==> src/rtl/div_pkg.sv <==
// Shared encodings for the sequential divider.
package div_pkg;
  localparam int STATE_W = 2;

  typedef enum logic [STATE_W-1:0] {
    IDLE = 2'd0,
    CALC = 2'd1,
    FIX  = 2'd2,
    DONE = 2'd3
  } state_t;
endpackage

==> src/rtl/seq_divider_if.sv <==
// Controller-to-divider handshake and result bus.
interface seq_divider_if #(parameter int W = 8);
  logic         start;
  logic         is_signed;
  logic [W-1:0] dividend;
  logic [W-1:0] divisor;
  logic         busy;
  logic         done;
  logic [W-1:0] quotient;
  logic [W-1:0] remainder;
  logic         div_by_zero;

  modport master (output start, is_signed, dividend, divisor,
                  input  busy, done, quotient, remainder, div_by_zero);
  modport slave  (input  start, is_signed, dividend, divisor,
                  output busy, done, quotient, remainder, div_by_zero);
endinterface

==> src/rtl/div_step.sv <==
// One combinational restoring-division step on magnitudes.
module div_step #(
  parameter int W = 8
) (
  input  logic [W-1:0] rem,
  input  logic         q_msb,
  input  logic [W-1:0] divisor,
  output logic [W-1:0] rem_nxt,
  output logic         q_bit
);
  // One extra bit: an unsigned divisor near 2^W lets the shifted remainder exceed W bits.
  logic [W:0] shifted;

  assign shifted = {rem, q_msb};
  assign q_bit   = (shifted >= {1'b0, divisor});
  assign rem_nxt = q_bit ? W'(shifted - {1'b0, divisor}) : shifted[W-1:0];
endmodule

==> src/rtl/seq_divider.sv <==
// Multi-cycle radix-2 restoring divider, signed or unsigned per operation.
module seq_divider
  import div_pkg::*;
#(
  parameter  int W  = 8,
  localparam int CW = $clog2(W)
) (
  input logic           clk,
  input logic           rst,
  seq_divider_if.slave  bus
);
  state_t        state, state_nxt;
  logic [W-1:0]  q_sh, rem_r, dvsr, quo_r, rmd_r;
  logic [W-1:0]  rem_nxt, dvd_mag, dvs_mag;
  logic [CW-1:0] cnt;
  logic          q_neg, r_neg, dvz, dbz_r, q_bit;
  logic          accept, dvs_zero, busy_c, done_c;

  assign accept   = bus.start && (state == IDLE || state == DONE);
  assign dvs_zero = (bus.divisor == '0);
  // Most-negative negates to itself, which reads correctly as unsigned 2^(W-1).
  assign dvd_mag  = (bus.is_signed && bus.dividend[W-1]) ? -bus.dividend : bus.dividend;
  assign dvs_mag  = (bus.is_signed && bus.divisor[W-1])  ? -bus.divisor  : bus.divisor;

  div_step #(.W(W)) u_step (
    .rem     (rem_r),
    .q_msb   (q_sh[W-1]),
    .divisor (dvsr),
    .rem_nxt (rem_nxt),
    .q_bit   (q_bit)
  );

  always_ff @(posedge clk or negedge rst) begin
    if (!rst) state <= IDLE;
    else      state <= state_nxt;
  end

  always_comb begin
    state_nxt = state;
    busy_c    = 1'b0;
    done_c    = 1'b0;
    case (state)
      IDLE: if (accept) state_nxt = dvs_zero ? FIX : CALC;
      CALC: begin
        busy_c = 1'b1;
        if (cnt == '0) state_nxt = FIX;
      end
      FIX: begin
        busy_c    = 1'b1;
        state_nxt = DONE;
      end
      DONE: begin
        done_c    = 1'b1;
        state_nxt = accept ? (dvs_zero ? FIX : CALC) : IDLE;
      end
      default: state_nxt = IDLE;
    endcase
  end

  always_ff @(posedge clk or negedge rst) begin
    if (!rst) begin
      q_sh  <= '0;
      rem_r <= '0;
      dvsr  <= '0;
      cnt   <= '0;
      q_neg <= 1'b0;
      r_neg <= 1'b0;
      dvz   <= 1'b0;
      quo_r <= '0;
      rmd_r <= '0;
      dbz_r <= 1'b0;
    end else begin
      if (accept) begin
        // A zero divisor skips CALC, so the shift register carries the raw dividend to FIX.
        q_sh  <= dvs_zero ? bus.dividend : dvd_mag;
        rem_r <= '0;
        dvsr  <= dvs_mag;
        cnt   <= CW'(W-1);
        q_neg <= bus.is_signed & (bus.dividend[W-1] ^ bus.divisor[W-1]);
        r_neg <= bus.is_signed & bus.dividend[W-1];
        dvz   <= dvs_zero;
      end else if (state == CALC) begin
        q_sh  <= {q_sh[W-2:0], q_bit};
        rem_r <= rem_nxt;
        cnt   <= cnt - CW'(1);
      end
      if (state == FIX) begin
        if (dvz) begin
          quo_r <= '1;
          rmd_r <= q_sh;
          dbz_r <= 1'b1;
        end else begin
          quo_r <= q_neg ? -q_sh : q_sh;
          rmd_r <= r_neg ? -rem_r : rem_r;
          dbz_r <= 1'b0;
        end
      end
    end
  end

  assign bus.busy        = busy_c;
  assign bus.done        = done_c;
  assign bus.quotient    = quo_r;
  assign bus.remainder   = rmd_r;
  assign bus.div_by_zero = dbz_r;
endmodule

==> src/flat_wrapper.sv <==
// flat-port wrapper written by rule: the top's interface ports become plain ports
module seq_divider_flat import div_pkg::*;
#(
  parameter  int W  = 8,
  localparam int CW = $clog2(W)
)
  (clk, rst, bus_start, bus_is_signed, bus_dividend, bus_divisor, bus_busy, bus_done, bus_quotient, bus_remainder, bus_div_by_zero);
  seq_divider_if #(.W(W)) bus_i ();
  input logic clk;
  input logic rst;
  input wire logic [$bits(bus_i.start)-1:0] bus_start;
  input wire logic [$bits(bus_i.is_signed)-1:0] bus_is_signed;
  input wire logic [$bits(bus_i.dividend)-1:0] bus_dividend;
  input wire logic [$bits(bus_i.divisor)-1:0] bus_divisor;
  output wire logic [$bits(bus_i.busy)-1:0] bus_busy;
  output wire logic [$bits(bus_i.done)-1:0] bus_done;
  output wire logic [$bits(bus_i.quotient)-1:0] bus_quotient;
  output wire logic [$bits(bus_i.remainder)-1:0] bus_remainder;
  output wire logic [$bits(bus_i.div_by_zero)-1:0] bus_div_by_zero;
  assign bus_i.start = bus_start;
  assign bus_i.is_signed = bus_is_signed;
  assign bus_i.dividend = bus_dividend;
  assign bus_i.divisor = bus_divisor;
  assign bus_busy = bus_i.busy;
  assign bus_done = bus_i.done;
  assign bus_quotient = bus_i.quotient;
  assign bus_remainder = bus_i.remainder;
  assign bus_div_by_zero = bus_i.div_by_zero;
  seq_divider #(.W(W)) u_core (.clk(clk), .rst(rst), .bus(bus_i));
endmodule
==> config.mk <==
export PLATFORM = sky130hd
export DESIGN_NAME = seq_divider_flat
export DESIGN_NICKNAME = d
export VERILOG_FILES = /design/src/rtl/div_pkg.sv /design/src/rtl/seq_divider_if.sv /design/src/rtl/div_step.sv /design/src/rtl/seq_divider.sv /design/src/flat_wrapper.sv
export SDC_FILE = /design/constraint.sdc
export NUM_CORES = 1
export LEC_CHECK = 0
export ABC_AREA = 0
export CAP_MARGIN = 25
export CORE_MARGIN = 3
export CORE_UTILIZATION = 58
export CTS_CLUSTER_SIZE = 30
export DETAILED_ROUTE_END_ITERATION = 16
export DONT_BUFFER_PORTS = 1
export PLACE_DENSITY = 0.76
export SETUP_SLACK_MARGIN = 0.15
export SYNTH_ARGS = -nofsm -noshare
export SYNTH_HDL_FRONTEND = slang
export SYNTH_HIERARCHICAL = 1
export SYNTH_SLANG_ARGS = --single-unit
==> constraint.sdc <==
create_clock -name clk -period 2.1 [get_ports clk]
set_input_delay 0.42 -clock clk [delete_from_list [all_inputs] [get_ports clk]]
set_output_delay 0.42 -clock clk [all_outputs]
set_load 0.01 [all_outputs]
Word level (Yosys, flattened, before mapping)

Index checks and enable logic that the tools add are counted.

Magnitude comparators: 1
Mux-type cells: 22
Equality and inequality tests: 5
Reductions and logical operators: 10
Bitwise logic cells: 3
$add $sub $neg: 6

Operators by type and width:

| operator              | count |
|---|---|
| $mux W8               | 12 |
| $neg A8 Y8            | 4 |
| $ge A9 B8 Y1          | 1 |
| $logic_not A8 Y1      | 1 |
| $mux W2               | 4 |
| $pmux W2 S4           | 1 |
| $sub A8 B8 Y8         | 1 |
| $mux W3               | 2 |
| $eq A2 B2 Y1 const B  | 2 |
| $ne A2 B1 Y1 const B  | 2 |
| $logic_and A1 B1 Y1   | 3 |
| $logic_not A3 Y1      | 1 |
| $mux W1               | 3 |
| $sub A3 B1 Y3 const B | 1 |
| $and A1 B1 Y1         | 2 |
| $eq A2 B1 Y1 const B  | 1 |
| $logic_not A2 Y1      | 1 |
| $reduce_and A2 Y1     | 1 |
| $reduce_bool A2 Y1    | 1 |
| $reduce_or A2 Y1      | 1 |
| $logic_or A1 B1 Y1    | 1 |
| $xor A1 B1 Y1         | 1 |

Flip-flop bits (word level): 49
Logic and storage cells: 58
Output and inout bits: 19
Input port bits: 20

Depth between registers and ports, before layout

Gate-level depths: netlist of run 1.

Depth in word-level cells: 5
Depth in mapped cells: 10
Depth with buffers taken out: 10

Cells and area by module

Netlist of run 1, hierarchy kept.

By module, submodules not included:

| module      | cells an instance | seq. area each (um^2) | instances | area each (um^2) |
|---|---|---|---|---|
| seq_divider | 291               | 1,226.2               | 1         | 2,722.6 |
| div_step    | 69                | 0.0                   | 1         | 520.5 |

Worst setup path before layout of run 1

OpenSTA, ideal clock, no wires.

Path type: reg2reg
Start point: reg u_core.q_sh[7]
End point: reg u_core.rem_r[6]
Slack: -0.134 ns
Library setup time: 0.132 ns
Clock period less this slack: 2.234 ns
Cell stages (with the launch flop): 11
Arrival: 2.102 ns
Path buffers: 0
Required time: 1.968 ns
Cells stage by stage: dfrtp_1 inv_1 ha_1 fa_1 nor2b_1 o31a_1 nor4_1 a311o_1 mux2_2 mux2i_1 nor2_1

Longest elaborated chain between the ends: 4
Elaborated cells on any way between the ends: 5
Those cells by class: add/sub (1); order compare (1); mux (3)

RTL lines:

| item                                                 | line                           | RTL |
|---|---|---|
| from (decl)                                          | seq_divider.sv:13              | `logic [W-1:0] q_sh, rem_r, dvsr, quo_r, rmd_r;` |
| from (signal assigned)                               | seq_divider.sv:75              | `q_sh <= dvs_zero ? bus.dividend : dvd_mag;` |
| from (signal assigned)                               | seq_divider.sv:83              | `q_sh <= {q_sh[W-2:0], q_bit};` |
| $sub A8 B8 Y8 / $ge A9 B8 Y1 (equally long branches) | div_step.sv:16, div_step.sv:15 |  |
| $mux W8 (*)                                          | div_step.sv:16                 | `assign rem_nxt = q_bit ? W'(shifted - {1'b0, divisor}) : shifted[W-1:0];` |
| via u_core.rem_nxt[6]                                | seq_divider.sv:14              | `logic [W-1:0] rem_nxt, dvd_mag, dvs_mag;` |
| $mux W8 (*)                                          | seq_divider.sv:82              | `end else if (state == CALC) begin` |
| $mux W8 (*)                                          | seq_divider.sv:73              | `if (accept) begin` |
| to (signal assigned)                                 | seq_divider.sv:84              | `rem_r <= rem_nxt;` |
| to (decl)                                            | seq_divider.sv:13              |  |

Mark *: on every way through the listed nets, which the timed path passes. The rest lies on a longest branch. The select of a mux whose other input is x is not followed.
A chain may end at the register's enable or synchronous reset.

Worst setup path after layout of run 1

Start point: reg u_core.dvsr[0]
End point: reg u_core.rem_r[6]

Longest elaborated chain between the ends: 4
Elaborated cells on any way between the ends: 5
Those cells by class: add/sub (1); order compare (1); mux (3)

RTL lines:

| item                                                 | line                           | RTL |
|---|---|---|
| from (decl)                                          | seq_divider.sv:13              |  |
| from (signal assigned)                               | seq_divider.sv:77              | `dvsr <= dvs_mag;` |
| $sub A8 B8 Y8 / $ge A9 B8 Y1 (equally long branches) | div_step.sv:16, div_step.sv:15 |  |
| $mux W8 (*)                                          | div_step.sv:16                 |  |
| via u_core.rem_nxt[6]                                | seq_divider.sv:14              |  |
| $mux W8 (*)                                          | seq_divider.sv:82              |  |
| $mux W8 (*)                                          | seq_divider.sv:73              |  |

Marked as above.

==> results of run 1 <==
synth_stat cells, types with 9 or more instances:
cell type | count | share of area (%)
sky130_fd_sc_hd__nand2_1 | 30 | 3.5
sky130_fd_sc_hd__xnor2_1 | 20 | 5.4
sky130_fd_sc_hd__a31oi_1 | 10 | 1.9
sky130_fd_sc_hd__inv_1 | 31 | 3.6
sky130_fd_sc_hd__a21oi_1 | 19 | 2.9
sky130_fd_sc_hd__o21ai_0 | 17 | 2.6
sky130_fd_sc_hd__nor2b_1 | 9 | 1.7
sky130_fd_sc_hd__ha_1 | 18 | 6.9
sky130_fd_sc_hd__dfrtp_1 | 49 | 38
sky130_fd_sc_hd__mux2i_1 | 18 | 5.6
sky130_fd_sc_hd__clkbuf_1 | 10 | 1.2
sky130_fd_sc_hd__a211oi_1 | 10 | 2.3
sky130_fd_sc_hd__nor2_1 | 31 | 3.6
through the flow:
step / worst slack [ns] / instance area [sq um] / total power (W) / hold WS, ns / std cells
global route: -0.161 / 3840 / 0.00705 / 0.240 / 464
detailed placement: -0.119 / 3470 / 0.00524 / 0.127 / 437
CTS: -0.00631 / 3800 / 0.00635 / 0.229 / 463
finish: -0.0634 / 3840 / 0.00658 / 0.239 / 464
floorplan: -0.0478 / 3270 / 0.00430 / 0.124 / 360
global placement: -0.0757 / 3470 / 0.00508 / 0.127 / 437
registers in the layout, summed over array words and instances (netlist names):
register,flops
u_core/bus.quotient,8
u_core/bus.remainder,8
u_core/dvsr,8
u_core/q_sh,8
u_core/rem_r,8
u_core/cnt,3
u_core/state,2
u_core/bus.div_by_zero,1
u_core/dvz,1
u_core/q_neg,1
u_core/r_neg,1
timing repair:
action                                  CTS  global route
setup buffers                            16             1
endpoints found under the hold margin    49             0
hold buffers                              2             0
endpoints found under the setup margin    8            10
pin swaps                                 8             3
gates resized for setup                  20             8
worst max-delay path, stage by stage (launching register included):
cell                      delay, ns
sky130_fd_sc_hd__dfrtp_1       0.42
sky130_fd_sc_hd__ha_4          0.18
sky130_fd_sc_hd__fa_2          0.36
sky130_fd_sc_hd__nor2b_4       0.13
sky130_fd_sc_hd__o31a_1        0.17
sky130_fd_sc_hd__nor4_1        0.06
sky130_fd_sc_hd__a311o_1       0.28
sky130_fd_sc_hd__mux2_4        0.28
sky130_fd_sc_hd__mux2i_1       0.13
sky130_fd_sc_hd__nor2_1        0.06
per-layer routing:
metal / share of wire, % / wire (um) / vias to the layer above
met5: 0 / 0 / -
met2: 48 / 3900 / 97
li1: - / - / 1319
met1: 44 / 3560 / 1337
met4: 1.9 / 157 / 0
met3: 5.7 / 462 / 14
cells by family (layout without fill, tap and decap cells):
logic type               Yosys count  after routing  synth area share [%]
AND/OR/NAND/NOR                  112            112                  17.2
AO/OA/AOI/OAI                     86             86                  17.7
flip-flops                        49             49                  37.8
buffers and inverters             46             80                  5.52
multiplexers                      26             26                  8.33
XOR/XNOR                          22             22                  5.94
adder cells (fa/ha/maj)           19             19                  7.56
layout make-up:
| cell class | instances | area share (%) |
|---|---|---|
| clock inverter | 2 | 0.359 |
| inverter | 31 | 3.03 |
| tap | 70 | 2.28 |
| multi-input combinational | 265 | 50.4 |
| clock buffer | 6 | 1.89 |
| sequential | 49 | 32.0 |
| timing repair buffer | 41 | 10.1 |
final timing paths:
check | start | to | slack [ns] | cells past startpoint
max | u_core/dvsr[0] | u_core/rem_r[6] | -0.06 | 9
min | bus_divisor[7] | u_core/dvsr[7] | 0.24 | 2
max reg2reg | u_core/dvsr[0] | u_core/rem_r[6] | -0.06 | 9
min reg2reg | u_core/dvsr[4] | u_core/dvsr[4] | 0.50 | 2
max in group asynchronous | rst | u_core/rem_r[1] | 1.26 | 2
min in group asynchronous | rst | u_core/rem_r[7] | 0.63 | 2
report_power, final:
group	switching, W	total (W)	internal [W]
Combinational	0.00212	0.00421	0.00210
Sequential	0.000446	0.00180	0.00135
Clock	0.000330	0.000568	0.000238
==> run summary, run 1 <==
## STA
- -0.0634 ns — accumulated negative setup slack
- yes — unrepaired setup endpoints after global routing
- -0.0634 ns — setup slack of the critical path after layout
- 67.9% — tightest slew margin relative to the limit
- 0 — number of pins exceeding their max-slew limit in the final report
- 0.479 ns — transition time of the tightest slew-check pin
- 0 — endpoints failing hold
- 0.0111 ns — Post-Route Skew
- 1 — total setup violations reported at the end of the flow
- 2.16 ns — time the final worst path needs with I/O delays and setup
- 103% — fin crit share
- 462 MHz — Max Clock Freq

## Run status
- setup timing — violations in the final reports
- finished with violations — status

## Global route
- 43.4% — met2 global-route usage
- met2 — layer with the highest usage
- 26.3% — overall routing resource usage
- 0 — number of antenna violations at the first check in global routing
- 13300 um — first-pass GRT wire length
- 35.1% — global-route met1 utilization
- 0 — global route total overflow
- 4.99% — GRT met3 Usage
- 2800 — vias in the first global route
- 50 — largest net degree at the start of global routing

## Detailed routing
- 0 — Routed Antenna Nets
- 167 — number of violations reported at the end of detailed-routing iteration 0
- 8080 um — total routed wirelength
- 5 — DRT Pass-1 Iters
- 2767 — Via Count
- 5.96 — vias per std cell
- 0 — drc violations
- 17.4 um — post-DR wirelength/cell

## Finish
- 390 — fillers
- 432 — Final #Nets
- sky130_fd_sc_hd__dfrtp_1, sky130_fd_sc_hd__nor2_1, sky130_fd_sc_hd__inv_1, sky130_fd_sc_hd__nand2_1, sky130_fd_sc_hd__buf_4 — commonest cells after routing, fill and taps aside
- 19.0% — share of final-layout standard cells stronger than drive strength 1
- 18.3% — area delta synth->final
- 0.00193 sq mm — area of combinational cells with multiple inputs
- 0 — number of inserted diodes
- 72.8% — final core utilization
- 0.00123 sq mm — sequential cell area in the final layout
- sky130_fd_sc_hd__dfrtp_1 — most common cell after layout, fill and taps aside

## Floorplan
- 0.00652 sq mm — Die ar.
- 80.8 um — Die Height
- 39 — # IOs
- 61.5% — Initial Utilization
- 26 — row count
- 0.00527 sq mm — CORE AREA
- 80.8 um — Chip Width

## Logic synthesis
- 0 — count of flip-flops with a built-in enable after synthesis
- 0.00324 sq mm — cell area after technology mapping
- 48 — number of distinct library cells after synthesis
- 100% — share of flip-flops with an asynchronous set or reset
- 9.01 sq um — post-synthesis average cell area
- sky130_fd_sc_hd__dfrtp_1 — Post-synth top flop
- 360 — Post-Synthesis Cells
- 37.8% — sequential share of the synthesized area
- 6 — Syn. warnings
- 49 — synthesized flop and latch total
- 399 — Post-Syn Nets

## Place
- 0.883 — Final Wtd Congestion
- 0 — Port-buffer cells
- 5530 um — HPWL reported at the end of detailed placement

## Worst setup path
- flop — Critical Path Sink Type
- 2.30 ns — WP data required
- 3 — Max FO, Critical Path
- flop — critical path launch point type
- 2.37 ns — CP arrival
- flop to flop — kind of critical path

## Flow run
- 0 — max capacitance violation total

## Clocking
- 49 — number of clock sinks seen by CTS
- 5 — total clock buffers created by CTS
- 2 — Clock Path Buffers
- sky130_fd_sc_hd__clkbuf_8 — Root Buffer Master
- 0.10 ns — clock transition at the registers of the reported paths
- 2 — depth of the CTS H-tree
- yes — CTS tree
- 0.31 ns — later-pin clock latency in the skew report

## Power
- 1020 uV — maximum resistive drop on vdd
- 1.77 nW — static leakage
- 1720 mW/mm^2 — power density relative to cell area

## Min path
- input pin to flop — hold crit path type

Power figures use the tool's default switching activity.
==> run 2: changes to the inputs <==
--- a/config.mk
+++ b/config.mk
@@ -9,9 +9,10 @@
 export CAP_MARGIN = 25
 export CORE_MARGIN = 3
 export CORE_UTILIZATION = 58
-export CTS_CLUSTER_SIZE = 30
+export CTS_CLUSTER_SIZE = 8
 export DETAILED_ROUTE_END_ITERATION = 16
 export DONT_BUFFER_PORTS = 1
+export GPL_TIMING_DRIVEN = 1
 export PLACE_DENSITY = 0.76
 export SETUP_SLACK_MARGIN = 0.15
 export SYNTH_ARGS = -nofsm -noshare
==> results of run 2 <==
Same layout as run 1: the final DEF is identical, and so are final timing and power.
